[config.mk]
export PLATFORM = sky130hd
export DESIGN_NAME = morse_sequencer
export DESIGN_NICKNAME = d
export VERILOG_FILES = /design/src/rtl/morse_pkg.sv /design/src/rtl/morse_sequencer_rate_divider.sv /design/src/rtl/morse_sequencer.sv
export SDC_FILE = /design/constraint.sdc
export NUM_CORES = 1
export LEC_CHECK = 0
export BUFFER_PORTS_ARGS = -buffer_cell sky130_fd_sc_hd__buf_2
export CAP_MARGIN = 15
export CORE_MARGIN = 5
export CORE_UTILIZATION = 65
export CTS_CLUSTER_DIAMETER = 40
export DETAILED_ROUTE_END_ITERATION = 8
export MAX_ROUTING_LAYER = met4
export PLACE_DENSITY = 0.83
export SYNTH_ARGS = -nofsm -noshare
export SYNTH_HDL_FRONTEND = slang
export SYNTH_SLANG_ARGS = --single-unit
[constraint.sdc]
create_clock -name clock -period 3.5 [get_ports clock]
set_input_delay 0.35 -clock clock [delete_from_list [all_inputs] [get_ports clock]]
set_output_delay 0.35 -clock clock [all_outputs]
set_load 0.01 [all_outputs]
[src/rtl/morse_pkg.sv]
// morse_pkg: shared state encoding and letter pattern/length tables for the Morse sequencer
package morse_pkg;

    localparam int PATTERN_W = 12;

    typedef enum logic [1:0] {
        IDLE  = 2'd0,
        LOAD  = 2'd1,
        SHIFT = 2'd2,
        DONE  = 2'd3
    } state_t;

    // Left-aligned on/off unit patterns, index 0 = A ... 7 = H
    localparam logic [7:0][PATTERN_W-1:0] PATTERN = {
        12'b1010_1010_0000,  // H
        12'b1110_1110_1000,  // G
        12'b1010_1110_1000,  // F
        12'b1000_0000_0000,  // E
        12'b1110_1010_0000,  // D
        12'b1110_1011_1010,  // C
        12'b1110_1010_1000,  // B
        12'b1011_1000_0000   // A
    };

    // Number of units on air for each letter
    localparam logic [7:0][3:0] LENGTH = {
        4'd7, 4'd9, 4'd9, 4'd1, 4'd7, 4'd11, 4'd9, 4'd5
    };

endpackage

[src/rtl/morse_sequencer_rate_divider.sv]
// rate_divider: down-counter producing one tick per TICK_COUNT clock cycles
module rate_divider
    import morse_pkg::*;
#(
    parameter int TICK_COUNT = 25000000
) (
    input  logic clock,
    input  logic reset,
    input  logic load,
    output logic tick
);

    localparam int CW = $clog2(TICK_COUNT);
    localparam logic [CW-1:0] RELOAD = CW'(TICK_COUNT - 1);

    logic [CW-1:0] tick_cnt;

    assign tick = tick_cnt == '0;

    // Restart the unit on load, reload at zero, otherwise count down
    always_ff @(posedge clock) begin
        if (reset)
            tick_cnt <= '0;
        else
            tick_cnt <= (load || tick) ? RELOAD : tick_cnt - 1'b1;
    end

endmodule

[src/rtl/morse_sequencer.sv]
// morse_sequencer: loads a letter pattern and shifts it out one Morse unit per tick
module morse_sequencer
    import morse_pkg::*;
#(
    parameter int TICK_COUNT = 25000000
) (
    input  logic       clock,
    input  logic       reset,
    input  logic [2:0] letter_sel,
    input  logic       start,
    output logic       morse_out,
    output logic       busy,
    output logic       done
);

    state_t                 state, state_n;
    logic [PATTERN_W-1:0]   shift_reg, shift_n;
    logic [3:0]             len_cnt, len_n;
    logic                   start_q;
    logic                   start_pulse;
    logic                   load;
    logic                   tick;

    assign start_pulse = start & ~start_q;
    assign load        = state == LOAD;

    rate_divider #(.TICK_COUNT(TICK_COUNT)) u_div (
        .clock(clock),
        .reset(reset),
        .load (load),
        .tick (tick)
    );

    // Next state, shift register and length counter
    always_comb begin
        state_n = state;
        shift_n = shift_reg;
        len_n   = len_cnt;
        case (state)
            IDLE: state_n = start_pulse ? LOAD : IDLE;
            LOAD: begin
                shift_n = PATTERN[letter_sel];
                len_n   = LENGTH[letter_sel];
                state_n = SHIFT;
            end
            SHIFT: begin
                if (tick && len_cnt > 4'd1) begin
                    shift_n = shift_reg << 1;
                    len_n   = len_cnt - 4'd1;
                end
                state_n = (tick && len_cnt <= 4'd1) ? DONE : SHIFT;
            end
            DONE: state_n = IDLE;
            default: state_n = IDLE;
        endcase
    end

    // State registers; outputs registered from next-state so they line up with the state
    always_ff @(posedge clock) begin
        if (reset) begin
            state     <= IDLE;
            shift_reg <= '0;
            len_cnt   <= '0;
            start_q   <= 1'b0;
            morse_out <= 1'b0;
            busy      <= 1'b0;
            done      <= 1'b0;
        end else begin
            state     <= state_n;
            shift_reg <= shift_n;
            len_cnt   <= len_n;
            start_q   <= start;
            morse_out <= (state_n == SHIFT) & shift_n[PATTERN_W-1];
            busy      <= (state_n == LOAD) || (state_n == SHIFT);
            done      <= state_n == DONE;
        end
    end

endmodule

==> Word-level counts from Yosys, hierarchy flattened <==
Memory sizes are Yosys's and may differ from the RTL's.
Index checks and enable logic that the tools add are counted.
{ "totals": {"mem_count": 2, "out_inout_bits": 3, "elab_cells": 46, "regBits": 47, "mem_bits_ro": 128} }
{ "op_classes": {"addsub": 2, "mux": 10, "order_cmp": 3, "bitwise": 3, "n_reduce_logical": 9, "eq_ne": 7} }
{ "mem_list": {"columns": ["name", "words", "width", "read_ports", "rd_ports_with_merged_regs", "write_ports", "line", "rtl"], "rows": [
  ["(no name shown)", 8, 12, 1, 0, 0, "morse_sequencer.sv:42", "shift_n = PATTERN[letter_sel];"],
  ["(no name shown)", 8, 4, 1, 0, 0, "morse_sequencer.sv:43", "len_n = LENGTH[letter_sel];"]
]} }
{ "op_table": {"columns": ["op", "count"], "rows": [
  ["$logic_not A25 Y1", 1],
  ["$mux W25", 1],
  ["$sub A25 B1 Y25 const B", 1],
  ["$mux W12", 2],
  ["$pmux W12 S2", 1],
  ["$eq A2 B2 Y1 const B", 4],
  ["$mux W4", 2],
  ["$pmux W2 S4", 1],
  ["$pmux W4 S2", 1],
  ["$eq A2 B1 Y1 const B", 2],
  ["$gt A4 B1 Y1 const B", 1],
  ["$le A4 B1 Y1 const B", 1],
  ["$lt A3 B4 Y1 const B", 1],
  ["$sub A4 B1 Y4 const B", 1],
  ["$and A1 B1 Y1", 2],
  ["$logic_and A1 B1 Y1", 2],
  ["$logic_not A2 Y1", 1],
  ["$logic_or A1 B1 Y1", 2],
  ["$mux W1", 2],
  ["$ne A2 B2 Y1 const B", 1],
  ["$reduce_and A2 Y1", 1],
  ["$reduce_bool A2 Y1", 1],
  ["$reduce_or A2 Y1", 1],
  ["$not A1 Y1", 1]
]} }

==> Logic depth before layout (Yosys ltp) <==
{ "depth": {"depth_word": 6, "depth_mapped": 9, "ltp_nobuf": 9} }

==> Cells and area by module <==
A second synthesis with hierarchy kept.
{ "hier_totals": {"hier_cells": 269, "area_unflattened_um2": 2393.5} }
{ "modules_own_cells": {"columns": ["mod", "n_inst", "area_each_um2", "cells_per_inst"], "rows": [
  ["morse_sequencer", 1, 1212.4, 141],
  ["rate_divider", 1, 1181.1, 128]
]} }

==> Worst setup path before layout <==
No wires, ideal clock.
{ "synth_timing": {"kind": "register to register", "start": "register len_cnt[0]", "end": "register shift_reg[5]", "slack_ns": 1.734, "stages_incl_launch_ff": 8, "n_path_buf": 0, "t_arrival_ns": 1.704, "cell_sequence": "dfxtp_1 -> inv_1 -> ha_1 -> nor2_1 -> o31ai_1 -> nor3_4 -> nor3_1 -> a32o_1"} }
{ "synth_between": {"elab_chain_cells": 4} }
{ "synth_lines": {"columns": ["element", "line", "rtl"], "rows": [
  ["start: declaration", "morse_sequencer.sv:18", "logic [3:0] len_cnt, len_n;"],
  ["start signal: assignment", "morse_sequencer.sv:71", "len_cnt <= len_n;"],
  ["$gt A4 B1 Y1", "morse_sequencer.sv:47", "if (tick && len_cnt > 4'd1) begin"],
  ["$logic_and A1 B1 Y1", "morse_sequencer.sv:47", null],
  ["$ne A2 B2 Y1 (no source line)", null, null],
  ["$reduce_and A2 Y1 (no source line)", null, null],
  ["end signal: assignment", "morse_sequencer.sv:70", "shift_reg <= shift_n;"],
  ["end: declaration", "morse_sequencer.sv:17", "logic [PATTERN_W-1:0] shift_reg, shift_n;"]
]} }
No other way between the ends.
A chain may end at the register's enable or synchronous reset.

==> Final worst setup path <==
{ "layout_timing": {"start": "register state[0]", "end": "register shift_reg[5]"} }
{ "layout_between": {"elab_chain_cells": 3} }
{ "layout_lines": {"columns": ["element", "line", "rtl"], "rows": [
  ["start: declaration", "morse_sequencer.sv:16", "state_t state, state_n;"],
  ["start signal: assignment", "morse_sequencer.sv:69", "state <= state_n;"],
  ["$eq A2 B2 Y1 / $eq A2 B1 Y1 (equally long branches)", "morse_sequencer.sv:39", "case (state)"],
  ["$ne A2 B2 Y1 (no source line) / $reduce_bool A2 Y1 (equally long branches)", null, null],
  ["$reduce_and A2 Y1 (no source line)", null, null]
]} }
Several ways; a longest one is shown, not always the timed one.

==> results.md <==
- Status: completed
- Die height: about 70 µm
- Seq cells post-synth: 46
- Mapped cell area: ~0.0023 mm²
- Layout area overhead: 5.91%
- Starting Density: 68.7%
- Most common cell after layout, fill and taps aside: dfxtp_1
- Top cell type's share of synthesized area: between 30% and 40%
- I/O pin count: 9
- Distinct cells, synth: 47
- Static Leakage: 0.924 nW
- Hold WC Path Type: in -> reg
- WS Path Type: reg -> reg
- 1st-iter DRT viols: between 150 and 200
- Total number of vias: ~1900
- DR WL/cell: 14.3 µm
- Root buffer cell: clkbuf_4
- HPWL after DPL: 3.18 mm
- Most frequent cells in the layout: dfxtp_1, a21oi_1, nor2_1, nand2_1, xnor2_1
- Final net count: roughly 290
- Clock skew: between 0.01 and 0.015 ns
- Syn Nets: ~280
- Worst-Margin Slew: around 0.68 ns
- Synth warnings: 0
- Largest family of logic cells by synthesized area: simple AND/OR/NAND/NOR gates
- Die area: approximately 0.0049 mm²
- XOR/XNOR share of the synthesized area: between 8 and 9%
- Synth async-reset ratio: 0%
- Max Cap Viol: 0
- Core box area: ~0.0034 mm²
- Number of global-route vias before repair: about 1800
- Synth Flop Type: dfxtp_1
- Detailed-router iteration count before antenna repair: 4
- Largest net degree at the start of global routing: 42
- Minimum clock period: ~2.2 ns
- Die W: ~70 µm
- Post-CTS Hold Fix Bufs: 0
- Post-DRT Antenna Nets: 0
- Worst VDD drop: about 0.46 mV
- Mux share of post-synthesis cell area: less than 1%
- Via density: between 5 and 6
- Fillcell total: 270
- H-tree depth: 2
- RSZ-0062 raised after global routing: false
- I/O Buffers: 8
- Layout cells sized above 1: 10.8%
- Syn avg cell area: 8.95 µm²
- CP Max Fanout: 15
- Max frequency: around 0.46 GHz
- Maximum clock insertion buffer count: 2
- Worst endpoint required time: between 3 and 4 ns
- Diode count: 0
- Resized cells post-CTS: 0
- Critical path arrival: around 2.4 ns
- Fin crit share: between 60% and 70%
- Area of the multi-input gates: between 0.001 and 0.0015 mm²
- CTS tree: done
- Cells after synthesis: 260
- Final hold viol count: 0
- Synth area leaders: dfxtp_1, ha_1, xnor2_1, a21oi_1, nor2_1
- Post-synth top area cell: dfxtp_1
- GRT overflow: 0
- Global-route wire length before repair: roughly 7.9 mm
- Critical Path Source Type: flip-flop
- CTS Buf Count: 5
- Relative slew slack: a little over half
- # setup viols final: 0
- Initial antenna violation count: 0
- Core Util, Final: approximately 73%
- Synth Area in Adders: 6.99%
- Synth Area in Compound Gates: 15.8%
- CTS sink count: between 40 and 50
- Largest register FFs: 25
- Setup Fix Bufs, Post-CTS: 0
- Simple-Gate Fraction of Synth Area: 25.1%
- Pre-CTS WS: ~1.4 ns
- CP Capture Type: flip-flop
- Setup_tns: 0 ns
- Rows: 21
- DRC errors left: 0
- Sequential cell area fraction in the yosys report: 39.6%
- Max-slew violation count: 0
- WL final: around 4.5 mm
- Pwr per Cell Area: between 600 and 700 mW/mm²
- Final WS setup: between 1 and 1.5 ns
- Reg clk slew, reported paths: 0.13 ns
- Gr usage total: 20.0%
- Worst skew pair latency: 0.36 ns
- Number of synthesized flops with an enable pin: 0
- Placer Congestion: approximately 0.82
- Register Area: slightly above 900 µm²
path summary, 6_finish.rpt:
kind | from | to | slack [ns] | depth (start not counted)
worst max-delay path | state[0]$_SDFF_PP0_ | shift_reg[5]$_SDFFE_PP0P_ | 1.34 | 6
worst min-delay path | start | start_q$_SDFF_PP0_ | 0.22 | 2
worst max register to register | state[0]$_SDFF_PP0_ | shift_reg[5]$_SDFFE_PP0P_ | 1.34 | 6
worst min register to register | shift_reg[7]$_SDFFE_PP0P_ | shift_reg[7]$_SDFFE_PP0P_ | 0.49 | 1
final cells by class:
cell class	count	share of cell area, %
clock buffers	7	2.23
clock inverters	1	0.203
inverters	10	1.52
multi-input cells	194	53.8
flip-flops and latches	46	37.4
well taps	46	2.34
repair buffers	11	2.54
power breakdown:
part	switching (mW)	internal (mW)	total (mW)	leakage [nW]
registers	0.125	0.636	0.761	0.376
logic	0.384	0.283	0.667	0.512
clock network	0.158	0.0976	0.256	0.0353
total	0.667	1.02	1.68	0.924
routing by layer:
layer	track usage (%)	vias up	wire, µm
met4	4.26	0	38
li1	-	943	-
met2	31.4	47	2080
met3	4.93	4	226
met1	26.2	862	2150
met5	-	-	0
stage by stage:
step	instance area [µm²]	instances	hold slack, ns	total power [mW]
after floorplan	2330	260	0.432	1.30
after global placement	2400	307	0.447	1.41
after detailed placement	2400	307	0.459	1.43
after CTS	2460	315	0.222	1.69
after global routing	2460	315	0.226	1.81
final	2460	315	0.220	1.68
cell usage after synthesis (all sizes together) (2+ instances only):
| library cell | instances |
|---|---|
| nand2 | 19 |
| a31oi | 3 |
| o211ai | 2 |
| nor2 | 23 |
| a211oi | 3 |
| inv | 10 |
| nor3 | 20 |
| nand2b | 5 |
| nand3b | 4 |
| nand4 | 4 |
| ha | 13 |
| nand4b | 2 |
| o221ai | 2 |
| o31ai | 2 |
| o2bb2ai | 3 |
| clkbuf | 8 |
| nor2b | 6 |
| o21ai | 6 |
| or3 | 2 |
| xnor2 | 17 |
| xor2 | 5 |
| a21oi | 24 |
| mux2i | 2 |
| dfxtp | 46 |
| buf | 2 |
| nor4 | 10 |
| nand3 | 5 |
critical path, cell delays in order, from the launching register on:
cell     delay, ns
dfxtp_1       0.34
inv_1         0.08
ha_1          0.45
o31ai_1       0.27
nor3_4        0.49
nor3_1        0.20
a32o_1        0.24
logic make-up after synthesis:
kind of cell / Yosys count
adder cells (fa/ha/maj): 13
buffers and inverters: 20
XOR/XNOR: 22
AND/OR/NAND/NOR: 103
flip-flops: 46
AO/OA/AOI/OAI: 54
multiplexers: 2
No activity file was read; power rests on OpenSTA's default activity.
